**src/rtl/coreresetp_sdif_rst_seq.sv**
```systemverilog
// Sequenced release of up to four SDIF blocks: PHY reset first, then core reset once the
// SDIF reports ready for a programmable delay, with timeout detection and hot-reset gating.
module coreresetp_sdif_rst_seq #(
   parameter int unsigned TIMEOUT     = 1000,
   parameter int unsigned RELEASE_DLY = 16
) (
   input  logic       CLK_BASE,
   input  logic       RESET,
   input  logic       START,
   input  logic [3:0] SDIF_EN,
   input  logic [3:0] SDIF_READY,
   input  logic [3:0] HOT_REQ,
   output logic [3:0] SDIF_PHY_RESET_N,
   output logic [3:0] SDIF_CORE_RESET_N,
   output logic       DONE,
   output logic       TIMEOUT_ERR,
   output logic [1:0] ERR_IDX
);

   localparam logic [15:0] TMO_LAST = 16'(TIMEOUT - 1);
   localparam logic [15:0] REL_LAST = 16'(RELEASE_DLY - 1);

   typedef enum logic [2:0] {
      IDLE,
      SEL,
      WAIT_READY,
      CORE_DLY,
      NEXT,
      DONE_ST,
      ERR
   } state_t;

   state_t      state, state_nxt;
   logic [1:0]  idx, idx_nxt;
   logic [15:0] cnt, cnt_nxt;
   logic [3:0]  phy_rel, phy_nxt;
   logic [3:0]  core_rel, core_nxt;
   logic        start_q;
   logic        start_armed;
   logic        start_edge;
   logic [3:0]  ready_p0;
   logic [3:0]  ready_s;
   logic [3:0]  core_n_q;
   logic        done_q;
   logic        terr_q;
   logic [1:0]  err_idx_q;

   // SDIF_READY crosses into CLK_BASE through two flops
   always_ff @(posedge CLK_BASE or posedge RESET) begin
      if (RESET) begin
         ready_p0 <= 4'b0000;
         ready_s  <= 4'b0000;
      end else begin
         ready_p0 <= SDIF_READY;
         ready_s  <= ready_p0;
      end
   end

   // start_armed blocks a START that was already high when reset released
   always_ff @(posedge CLK_BASE or posedge RESET) begin
      if (RESET) begin
         start_q     <= 1'b0;
         start_armed <= 1'b0;
      end else begin
         start_q <= START;
         if (!START) begin
            start_armed <= 1'b1;
         end
      end
   end

   assign start_edge = START & ~start_q & start_armed;

   always_ff @(posedge CLK_BASE or posedge RESET) begin
      if (RESET) begin
         state    <= IDLE;
         idx      <= 2'd0;
         cnt      <= 16'd0;
         phy_rel  <= 4'b0000;
         core_rel <= 4'b0000;
      end else begin
         state    <= state_nxt;
         idx      <= idx_nxt;
         cnt      <= cnt_nxt;
         phy_rel  <= phy_nxt;
         core_rel <= core_nxt;
      end
   end

   always_comb begin
      state_nxt = state;
      idx_nxt   = idx;
      cnt_nxt   = cnt;
      phy_nxt   = phy_rel;
      core_nxt  = core_rel;
      case (state)
         IDLE: begin
            if (start_edge) begin
               state_nxt = SEL;
               idx_nxt   = 2'd0;
               cnt_nxt   = 16'd0;
            end
         end
         SEL: begin
            if (!SDIF_EN[idx]) begin
               state_nxt = NEXT;
            end else begin
               phy_nxt[idx] = 1'b1;
               cnt_nxt      = 16'd0;
               state_nxt    = WAIT_READY;
            end
         end
         WAIT_READY: begin
            if (ready_s[idx]) begin
               cnt_nxt   = 16'd0;
               state_nxt = CORE_DLY;
            end else if (cnt == TMO_LAST) begin
               state_nxt = ERR;
            end else begin
               cnt_nxt = cnt + 16'd1;
            end
         end
         CORE_DLY: begin
            // a ready drop restarts the whole wait, including a fresh timeout window
            if (!ready_s[idx]) begin
               cnt_nxt   = 16'd0;
               state_nxt = WAIT_READY;
            end else if (cnt == REL_LAST) begin
               core_nxt[idx] = 1'b1;
               state_nxt     = NEXT;
            end else begin
               cnt_nxt = cnt + 16'd1;
            end
         end
         NEXT: begin
            if (idx == 2'd3) begin
               state_nxt = DONE_ST;
            end else begin
               idx_nxt   = idx + 2'd1;
               state_nxt = SEL;
            end
         end
         DONE_ST, ERR: begin
            if (start_edge) begin
               state_nxt = SEL;
               idx_nxt   = 2'd0;
               cnt_nxt   = 16'd0;
               phy_nxt   = 4'b0000;
               core_nxt  = 4'b0000;
            end
         end
         default: begin
            state_nxt = IDLE;
         end
      endcase
   end

   // status and core outputs load from next-state values so they change with the FSM
   always_ff @(posedge CLK_BASE or posedge RESET) begin
      if (RESET) begin
         core_n_q  <= 4'b0000;
         done_q    <= 1'b0;
         terr_q    <= 1'b0;
         err_idx_q <= 2'b00;
      end else begin
         core_n_q  <= core_nxt & ~HOT_REQ;
         done_q    <= (state_nxt == DONE_ST);
         terr_q    <= (state_nxt == ERR);
         err_idx_q <= (state_nxt == ERR) ? idx_nxt : 2'b00;
      end
   end

   assign SDIF_PHY_RESET_N  = phy_rel;
   assign SDIF_CORE_RESET_N = core_n_q;
   assign DONE              = done_q;
   assign TIMEOUT_ERR       = terr_q;
   assign ERR_IDX           = err_idx_q;

endmodule

```
**config.mk**
```make
export PLATFORM = sky130hd
export DESIGN_NAME = coreresetp_sdif_rst_seq
export DESIGN_NICKNAME = d
export VERILOG_FILES = /design/src/rtl/coreresetp_sdif_rst_seq.sv
export SDC_FILE = /design/constraint.sdc
export NUM_CORES = 1
export LEC_CHECK = 0
export ABC_AREA = 1
export CORE_UTILIZATION = 43
export CTS_BUF_LIST = sky130_fd_sc_hd__clkbuf_16
export DETAILED_ROUTE_END_ITERATION = 10
export PLACE_DENSITY_LB_ADDON = 0.08
export SYNTH_ARGS = -nofsm -noshare
export SYNTH_HDL_FRONTEND = slang
export SYNTH_SLANG_ARGS = --single-unit
```
**constraint.sdc**
```tcl
create_clock -name CLK_BASE -period 2.3 [get_ports CLK_BASE]
set_input_delay 0.69 -clock CLK_BASE [delete_from_list [all_inputs] [get_ports CLK_BASE]]
set_output_delay 0.69 -clock CLK_BASE [all_outputs]
set_load 0.005 [all_outputs]
```
==> results of run 1 <==
-- critical path, delay by kind of cell --
| kind | cells | cell delay (ps) |
|---|---|---|
| buffers and inverters | 3 | 770 |
| AO/OA/AOI/OAI | 1 | 90 |
| AND/OR/NAND/NOR | 5 | 730 |
-- cell usage in the layout (no fill, tap or decap), types with 5 or more instances in the layout --
| master | instances |
|---|---|
| buf_4 | 6 |
| clkbuf_16 | 5 |
| clkdlybuf4s50_1 | 26 |
| dfrtp_1 | 47 |
| inv_1 | 43 |
| inv_2 | 7 |
| nand2_1 | 130 |
| nand3_1 | 40 |
| nand4_1 | 20 |
| nor2_1 | 27 |
| nor2_2 | 7 |
| o21ai_0 | 17 |
-- where the power goes --
group	switching [mW]	total, mW	internal, mW
Clock	0.324	0.728	0.403
Combinational	0.813	1.28	0.463
Sequential	0.135	1.12	0.988
Total	1.27	3.13	1.85
-- kinds of logic after synthesis --
kind of cell	Yosys count	synth area share, %
buf+inv	58	9.17
compound gates	28	5.76
simple gates	238	40.0
fa+ha+maj	1	0.461
flops	47	43.3
xor+xnor	4	1.29
-- stage by stage --
| step | hold slack (ps) | TNS (ps) | total power, mW | setup WS [ps] | util (%) |
|---|---|---|---|---|---|
| 6_report | 351 | 0 | 3.13 | 250 | 53.6 |
| 5_1_grt | 355 | 0 | 3.37 | 35.5 | 53.6 |
| 4_1_cts | 353 | 0 | 3.15 | 230 | 53.6 |
| 3_5_place_dp | 337 | -356 | 2.41 | -59.0 | 51.2 |
| 3_3_place_gp | 334 | -1.84 | 2.40 | -1.84 | 51.2 |
| 2_1_floorplan | 331 | 0 | 2.02 | 494 | - |
-- final cells by class --
type	instances	share of cell area, %
timing repair buffer	33	10.1
tap	75	2.92
sequential	47	36.6
inverter	49	5.72
clock inverter	3	0.623
clock buffer	5	3.89
multi-input combinational	271	40.1
-- path summary, 6_finish.rpt --
kind | start | to | slack [ps]
min in group asynchronous | RESET | cnt[14] | 680
worst min register to register | ready_p0[0] | ready_s[0] | 350
max in group asynchronous | RESET | SDIF_PHY_RESET_N[3] | 1140
worst min-delay path | ready_p0[0] | ready_s[0] | 350
worst max-delay path | START | cnt[8] | 250
worst max register to register | idx[0] | cnt[8] | 300
-- per-layer routing --
layer,GRT usage (%),vias to the layer above,part of all wire (%)
met3,4.00,4,4.2
met5,0,-,0
met4,4.82,0,0.73
met2,31.5,60,43
li1,-,1272,-
met1,31.2,1137,52
-- flip-flops by register name, summed over array words and instances (netlist names) --
name	flops
cnt	16
SDIF_CORE_RESET_N	4
SDIF_PHY_RESET_N	4
core_rel	4
ready_p0	4
ready_s	4
state	3
ERR_IDX	2
idx	2
DONE	1
TIMEOUT_ERR	1
start_armed	1
start_q	1
==> out/metrics.cfg, run 1 <==
[timing]
max_clock_freq_ghz = 0.488
skew_ps = 5.08
finalHoldViolations = 0
timing.final.crit_share_pct = 89.1
tightest_slew_ps = 539
slew_headroom_pct = 63.9
rsz0062_at_grt = no
setup_viol = 0
timing.final.crit_period_ps = 2050
drv_slew = 0

[placement]
place_area_um2 = 3070
place_congestion = 0.876
place_hpwl_mm = 4.56
placedCellCount = 475
port_buffers = 26

[die]
die_x_um = 81.4
start_util_pct = 45.3
placeableCoreArea_um2 = 5990
die_h_um = 81.4
die_area_um2 = 6630
io_pins = 27
rows = 28

[job]
cap_violations = 0

[drt]
dr.pass1.iters = 5
vias_per_cell = 5.12
drc = 0
vias = 2473
routed_wl_mm = 6.14
first_iter_violations = 126
ant_nets = 0
avgRoutedWirePerCell_um = 12.7

[finish]
final_cells = 483
stdcell_area_um2 = 3210
fill_cells = 593
regArea_um2 = 1180
multi_input_area_um2 = 1290
final_nets = 423
antennaDiodeCount = 0
drive_gt1_share_pct = 9.31
area_growth_pct = 18.4

[synth]
ys_types = 31
synth.top_cell.area_share_pct = 43.3
avgSynthCellArea_um2 = 7.22
synth-edff-count = 0
synth_area_um2 = 2710
ys_async_sr_fraction_pct = 100
ys_warn_count = 0
syn-num-nets = 392
ys_seq_area_share_pct = 43.3
synth-main-ff-cell = dfrtp_1
synthTopCellsByCount = 130 x nand2_1, 47 x dfrtp_1, 43 x inv_1
synth_most_common_cell = nand2_1
syn_inst = 376
synth_top_area_cell = dfrtp_1
ys_ff_latch = 47
synth_area_leaders = dfrtp_1 43%, nand2_1 18%, nand3_1 7.4%, inv_1 5.9%, nand4_1 4.6%

[setup_path]
arrival_ps = 2280
worstPathRequired_ps = 2530
setup.worst_path.class = in2reg
r2r_cells = 9
endpoint_kind = flop
path_cells = clkdlybuf4s50_1, nand3_1, inv_1, o21ai_0, nor2_2, nand3_4, inv_2, nand2_1, nand2_1
crit_fanout = 19
max_stage_delay_ps = 490
start_kind = input port
critPathMostFrequentCell = nand2_1
crit_slowest_cell = clkdlybuf4s50_1

[clocking]
post_cts_resized = 0
cts_buffers = 5
cts_tree = built
cts.clk_slew.worst_paths_ps = 70
postCtsSetupBuffers = 0
cts_root_buf = clkbuf_16
clock-sinks = 47
cts_max_level = 2
clk_path_buf_depth = 2
holdBufCountCts = 0
clock_latency_ps = 290

[global_routing]
grt_pass1_vias = 2221
grt_max_degree = 35
antenna_found_initial = 0
grt_usage_pct = 21.1
overflow = 0
grt_pass1_wl_mm = 10.6

[pwr]
powerDensity_nw_per_um2 = 973
p_leak_nw = 1.67
irDropWorstVdd_uv = 508

[status]
status = finished clean

[worst_hold_path]
hold_class = reg2reg
whs_path_depth = 0

No activity file was read; power rests on OpenSTA's default activity.
==> run 2, diff against run 1 <==
CTS_BUF_LIST = not set   (was sky130_fd_sc_hd__clkbuf_16)
RECOVER_POWER = 100   (was not set)
==> out/metrics.cfg, run 2 (synthesis results as in run 1) <==
[timing]
slew_headroom_pct = 59.5  ; was 63.9%
timing.hold.ws_ps = 357  ; was 351 ps
skew_ps = 7.90  ; was 5.08 ps
setup_viol = 0  ; unchanged
drv_slew = 0  ; unchanged
max_clock_freq_ghz = 0.494  ; was 0.488 GHz
timing.final.crit_share_pct = 88.1  ; was 89.1%
timing.final.crit_period_ps = 2030  ; was 2050 ps
rsz0062_at_grt = no  ; unchanged
finalHoldViolations = 0  ; unchanged
tightest_slew_ps = 607  ; was 539 ps

[pwr]
p_leak_nw = 1.67  ; about the same
pwr-share-seq_pct = 38.8  ; was 35.9%
switchingPower_mw = 1.25  ; was 1.27 mW
irDropWorstVdd_uv = 467  ; was 508 uV
p_clk_share_pct = 18.2  ; was 23.3%
p_int_mw = 1.64  ; was 1.85 mW
powerDensity_nw_per_um2 = 915  ; was 973 nW/um2
combinationalPowerShare_pct = 43.0  ; was 40.8%
report.power.total_mw = 2.89  ; was 3.13 mW
sw_frac_of_total_pct = 43.2  ; was 40.7%

[setup_path]
r2r_slack_ps = 290  ; was 300 ps
r2r_cells = 10  ; was 9
crit_fanout = 19  ; unchanged
start_kind = input port  ; unchanged
endpoint_kind = flop  ; unchanged
r2r-start = idx[0]  ; unchanged
worstPathRequired_ps = 2550  ; was 2530 ps
r2r_end = cnt[8]  ; unchanged
setup.worst_path.class = in2reg  ; unchanged
arrival_ps = 2270  ; was 2280 ps

[finish]
final_nets = 423  ; unchanged
fill_cells = 605  ; was 593
utilization_pct = 52.7  ; was 53.6%
largest_register_ffs = 16  ; unchanged
layout.cells.most_common_list = 130 x nand2_1, 47 x dfrtp_1, 43 x inv_1, 40 x nand3_1, 28 x nor2_1  ; was 130 x nand2_1, 47 x dfrtp_1, 43 x inv_1, 40 x nand3_1, 27 x nor2_1
layout.cells.most_common = nand2_1  ; unchanged
antennaDiodeCount = 0  ; unchanged
top_register = cnt  ; unchanged
area_growth_pct = 16.2  ; was 18.4%
drive_gt1_share_pct = 8.82  ; was 9.31%

[job]
cap_violations = 0  ; unchanged

[clocking]
clock-sinks = 47  ; unchanged
postCtsSetupBuffers = 0  ; unchanged
post_cts_resized = 0  ; unchanged
holdBufCountCts = 0  ; unchanged
cts_tree = built  ; unchanged
cts_root_buf = clkbuf_8  ; was clkbuf_16
clock_latency_ps = 310  ; was 290 ps
cts_buffers = 5  ; unchanged
clk_path_buf_depth = 2  ; unchanged
cts_max_level = 2  ; unchanged
cts.clk_slew.worst_paths_ps = 90  ; was 70 ps

[die]
die_x_um = 81.4  ; unchanged
placeableCoreArea_um2 = 5990  ; unchanged
start_util_pct = 45.3  ; unchanged
die_area_um2 = 6630  ; unchanged
rows = 28  ; unchanged
io_pins = 27  ; unchanged
die_h_um = 81.4  ; unchanged

[drt]
first_iter_violations = 124  ; was 126
ant_nets = 0  ; unchanged
drc = 0  ; unchanged
dr.pass1.iters = 5  ; unchanged
vias = 2482  ; was 2473
routed_wl_mm = 6.11  ; was 6.14 mm
avgRoutedWirePerCell_um = 12.7  ; about the same
vias_per_cell = 5.14  ; was 5.12

[placement]
place_hpwl_mm = 4.56  ; unchanged
place_congestion = 0.876  ; unchanged
port_buffers = 26  ; unchanged

[global_routing]
antenna_found_initial = 0  ; unchanged
overflow = 0  ; unchanged
grt_pass1_vias = 2215  ; was 2221
grt_pass1_wl_mm = 10.5  ; was 10.6 mm
grt_max_degree = 35  ; unchanged
grt_usage_pct = 21.1  ; about the same

[worst_hold_path]
min_from = ready_p0[2]  ; was ready_p0[0]
hold_class = reg2reg  ; unchanged
whs_path_depth = 0  ; unchanged
whs_endpoint = ready_s[2]  ; was ready_s[0]

[status]
status = finished clean  ; unchanged

## run 2: cell count changes in the layout (fill, tap and decap cells not counted)
cell / before / now
clkbuf_1: 0 / 1
inv_2: 7 / 6
nor2_2: 7 / 6
nor2_1: 27 / 28
clkdlybuf4s50_1: 26 / 9
clkbuf_16: 5 / 0
buf_4: 6 / 4
clkbuf_8: 0 / 5
clkbuf_4: 0 / 2
dlygate4sd3_1: 0 / 17
## run 2: how the worst max path moves through the flow
stage               depth (start not counted)  slack (ps)  endpoint   from
floorplan                                   1         490      DONE  RESET
global placement                            9          -2    cnt[3]  START
detailed placement                          9         -60    cnt[8]  START
CTS                                         9         250    cnt[8]  START
global route                                9          70    cnt[4]  START
finish                                      9         270    cnt[8]  START
## run 2: final cells by class
class	count	area [um2]	share of cell area (%)
flip-flops and latches	47	1180	37.3
repair buffers	33	325	10.3
multi-input cells	271	1290	40.8
well taps	75	93.8	2.98
clock inverters	2	16.3	0.516
clock buffers	6	72.6	2.30
inverters	49	184	5.83
## run 2: critical path: stages
cell and delay [ps]:
clkdlybuf4s50_1 490, nand3_1 200, inv_1 90, o21ai_0 90
nor2_2 160, nand3_4 230, inv_2 190, nand2_1 70
nand2_1 70
## run 2: layer usage
| layer | vias up | wire [um] | track usage [%] |
|---|---|---|---|
| li1 | 1276 | - | - |
| met1 | 1135 | 3150 | 31.3 |
| met2 | 66 | 2600 | 31.3 |
| met3 | 5 | 303 | 4.33 |
| met4 | 0 | 56 | 4.82 |
| met5 | - | 0 | 0 |
## run 2: power by group through the flow
stage	Combinational, mW	Clock, mW	Sequential (mW)
2_1_floorplan	0.936	0	1.08
3_3_place_gp	1.26	0	1.14
3_5_place_dp	1.27	0	1.14
4_1_cts	1.28	0.543	1.12
5_1_grt	1.40	0.580	1.14
6_report	1.24	0.525	1.12
## run 2: through the flow
step                      area [um2]  instances  setup slack [ps]  setup TNS (ps)
after floorplan                 2710        376               494               0
after global placement          3070        475             -1.84           -1.84
after detailed placement        3070        475             -59.0            -356
after CTS                       3160        483               253               0
after global routing            3150        483              67.5               0
final                           3150        483               275               0
==> run 3, diff against run 2 <==
ABC_AREA = not set   (was 1)
==> out/metrics.cfg, run 3 <==
[finish]
utilization_pct = 56.9  ; was 52.7%
layout.cells.most_common_list = 47 x dfrtp_1, 25 x buf_4, 17 x dlygate4sd3_1, 16 x nand2_1, 16 x o21ai_0  ; was 130 x nand2_1, 47 x dfrtp_1, 43 x inv_1, 40 x nand3_1, 28 x nor2_1
layout.cells.most_common = dfrtp_1  ; was nand2_1
fill_cells = 472  ; was 605
final_nets = 294  ; was 423
antennaDiodeCount = 0  ; unchanged
largest_register_ffs = 16  ; unchanged
area_growth_pct = 26.6  ; was 16.2%
top_register = cnt  ; unchanged
regArea_um2 = 1180  ; unchanged
drive_gt1_share_pct = 17.2  ; was 8.82%
multi_input_area_um2 = 1060  ; was 1290 um2

[timing]
timing.final.crit_share_pct = 95.5  ; was 88.1%
timing.hold.ws_ps = 353  ; was 357 ps
fin_ws_ps = 103  ; was 275 ps
slew_headroom_pct = 25.7  ; was 59.5%
drv_slew = 0  ; unchanged
tightest_slew_ps = 1120  ; was 607 ps
setup_viol = 0  ; unchanged
skew_ps = 6.90  ; was 7.90 ps
rsz0062_at_grt = no  ; unchanged
max_clock_freq_ghz = 0.455  ; was 0.494 GHz
timing.final.crit_period_ps = 2200  ; was 2030 ps
finalHoldViolations = 0  ; unchanged

[pwr]
powerDensity_nw_per_um2 = 527  ; was 915 nW/um2
irDropWorstVdd_uv = 366  ; was 467 uV
report.power.total_mw = 1.55  ; was 2.89 mW
p_leak_nw = 1.25  ; was 1.67 nW

[global_routing]
antenna_found_initial = 0  ; unchanged
overflow = 0  ; unchanged
grt_usage_pct = 19.2  ; was 21.1%
grt_pass1_vias = 1740  ; was 2215
grt_max_degree = 48  ; was 35
grt_pass1_wl_mm = 8.20  ; was 10.5 mm

[placement]
port_buffers = 26  ; unchanged
place_congestion = 0.851  ; was 0.876
dp_slack_ps = -183  ; was -59.0 ps
place_hpwl_mm = 3.52  ; was 4.56 mm

[die]
start_util_pct = 45.0  ; was 45.3%
placeableCoreArea_um2 = 5170  ; was 5990 um2
die_h_um = 75.5  ; was 81.4 um
die_x_um = 75.5  ; was 81.4 um
die_area_um2 = 5710  ; was 6630 um2
rows = 26  ; was 28
io_pins = 27  ; unchanged

[clocking]
cts_root_buf = clkbuf_8  ; unchanged
holdBufCountCts = 0  ; unchanged
cts_buffers = 5  ; unchanged
cts_max_level = 2  ; unchanged
clk_path_buf_depth = 2  ; unchanged
clock-sinks = 47  ; unchanged
cts.clk_slew.worst_paths_ps = 90  ; about the same
cts_tree = built  ; unchanged
clock_latency_ps = 300  ; was 310 ps

[drt]
vias = 1916  ; was 2482
routed_wl_mm = 4.90  ; was 6.11 mm
avgRoutedWirePerCell_um = 14.0  ; was 12.7 um
drc = 0  ; unchanged
first_iter_violations = 132  ; was 124
dr.pass1.iters = 4  ; was 5
vias_per_cell = 5.49  ; was 5.14
ant_nets = 0  ; unchanged

[synth]
synth_most_common_cell = dfrtp_1  ; was nand2_1
ys_warn_count = 0  ; unchanged
ys_seq_area_share_pct = 50.6  ; was 43.3%
ys_types = 51  ; was 31
synth-edff-count = 0  ; unchanged
syn_inst = 227  ; was 376
syn-num-nets = 243  ; was 392
avgSynthCellArea_um2 = 10.2  ; was 7.22 um2
synth_top_area_cell = dfrtp_1  ; unchanged
synthTopCellsByCount = 47 x dfrtp_1, 16 x nand2_1, 15 x nor2_1, 15 x o21ai_0, 11 x inv_1  ; was 130 x nand2_1, 47 x dfrtp_1, 43 x inv_1
synth.top_cell.area_share_pct = 50.6  ; was 43.3%
ys_async_sr_fraction_pct = 100  ; unchanged
synth-main-ff-cell = dfrtp_1  ; unchanged
synth_area_leaders = dfrtp_1 51%, o21ai_0 3.2%, o31ai_1 2.9%, mux2i_1 2.6%, nand2_1 2.6%  ; was dfrtp_1 43%, nand2_1 18%, nand3_1 7.4%, inv_1 5.9%, nand4_1 4.6%
synth_area_um2 = 2330  ; was 2710 um2
ys_ff_latch = 47  ; unchanged

[setup_path]
start_kind = flop  ; was input port
crit_fanout = 4  ; was 19
setup.worst_path.class = reg2reg  ; was in2reg
arrival_ps = 2420  ; was 2270 ps
endpoint_kind = flop  ; unchanged
worstPathRequired_ps = 2520  ; was 2550 ps

[worst_hold_path]
hold_class = reg2reg  ; unchanged

[status]
status = finished clean  ; unchanged

[job]
cap_violations = 0  ; unchanged

## run 3: cell types whose count changed after synthesis, sizes merged, moves of 7 or more
cell / before / now
nor2: 37 / 16
inv: 49 / 11
nand3: 42 / 9
o31ai: 1 / 11
nor3: 2 / 10
nand4: 20 / 4
nand2: 135 / 16
nor2b: 0 / 7
## run 3: final timing paths
kind / startpoint / slack, ps / cells past startpoint / endpoint
setup / recovery: cnt[1] / 100 / 8 / ERR_IDX[1]
hold / removal: ready_p0[1] / 350 / 0 / ready_s[1]
setup reg to reg: cnt[1] / 100 / 8 / ERR_IDX[1]
hold reg to reg: ready_p0[1] / 350 / 0 / ready_s[1]
max in group asynchronous: RESET / 440 / 3 / cnt[2]
min in group asynchronous: RESET / 1190 / 3 / cnt[11]
## run 3: power by group
part / switching (mW) / internal [mW] / total [mW]
logic: 0.0803 / 0.0870 / 0.167
clock network: 0.290 / 0.218 / 0.507
registers: 0.0244 / 0.854 / 0.878
total: 0.394 / 1.16 / 1.55
## run 3: cell families after synthesis
| family | after synthesis | synth area share (%) |
|---|---|---|
| and+or+nand+nor | 89 | 22.4 |
| AOI/OAI and AO/OA | 58 | 17.3 |
| DFF | 47 | 50.6 |
| buffers and inverters | 22 | 4.09 |
| muxes | 8 | 4.03 |
| adders and majority gates | 2 | 0.968 |
| xor gates and xnor gates | 1 | 0.699 |
## run 3: layout make-up
| cell class | instances | share of cell area, % |
|---|---|---|
| Timing Repair Buffer | 55 | 16.3 |
| Clock inverter | 3 | 0.850 |
| Clock buffer | 5 | 2.34 |
| Multi-Input combinational cell | 158 | 36.2 |
| Tap cell | 70 | 2.97 |
| Inverter | 11 | 1.40 |
| Sequential cell | 47 | 39.9 |
## run 3: per-layer routing
metal	vias up	global-route usage, %	routed length [um]
met5	-	0	0
met4	0	6.58	42
met3	4	3.17	137
met2	40	29.0	2240
met1	934	28.1	2470
li1	938	-	-
## run 3: critical path: stages, from the launching register on
cell and delay, ps:
dfrtp_1 380, ha_1 170, or4bb_1 460, nor4_4 270, buf_4 170, and4_1 250, nor3_1 80, buf_4 160
nor3b_2 170
## run 3: stage by stage
| step | instances | TNS, ps | area, um2 |
|---|---|---|---|
| after CTS | 347 | 0 | 2940 |
| final | 349 | 0 | 2940 |
| after global placement | 339 | -3100 | 2850 |
| after floorplan | 227 | 0 | 2330 |
| after global routing | 349 | 0 | 2940 |
| after detailed placement | 339 | -3140 | 2850 |
## run 3: repair_timing
item / 4_1_cts / 5_1_grt
resized for setup: 0 / 6
buffers inserted: 0 / 2
endpoints found under the setup margin: 0 / 12
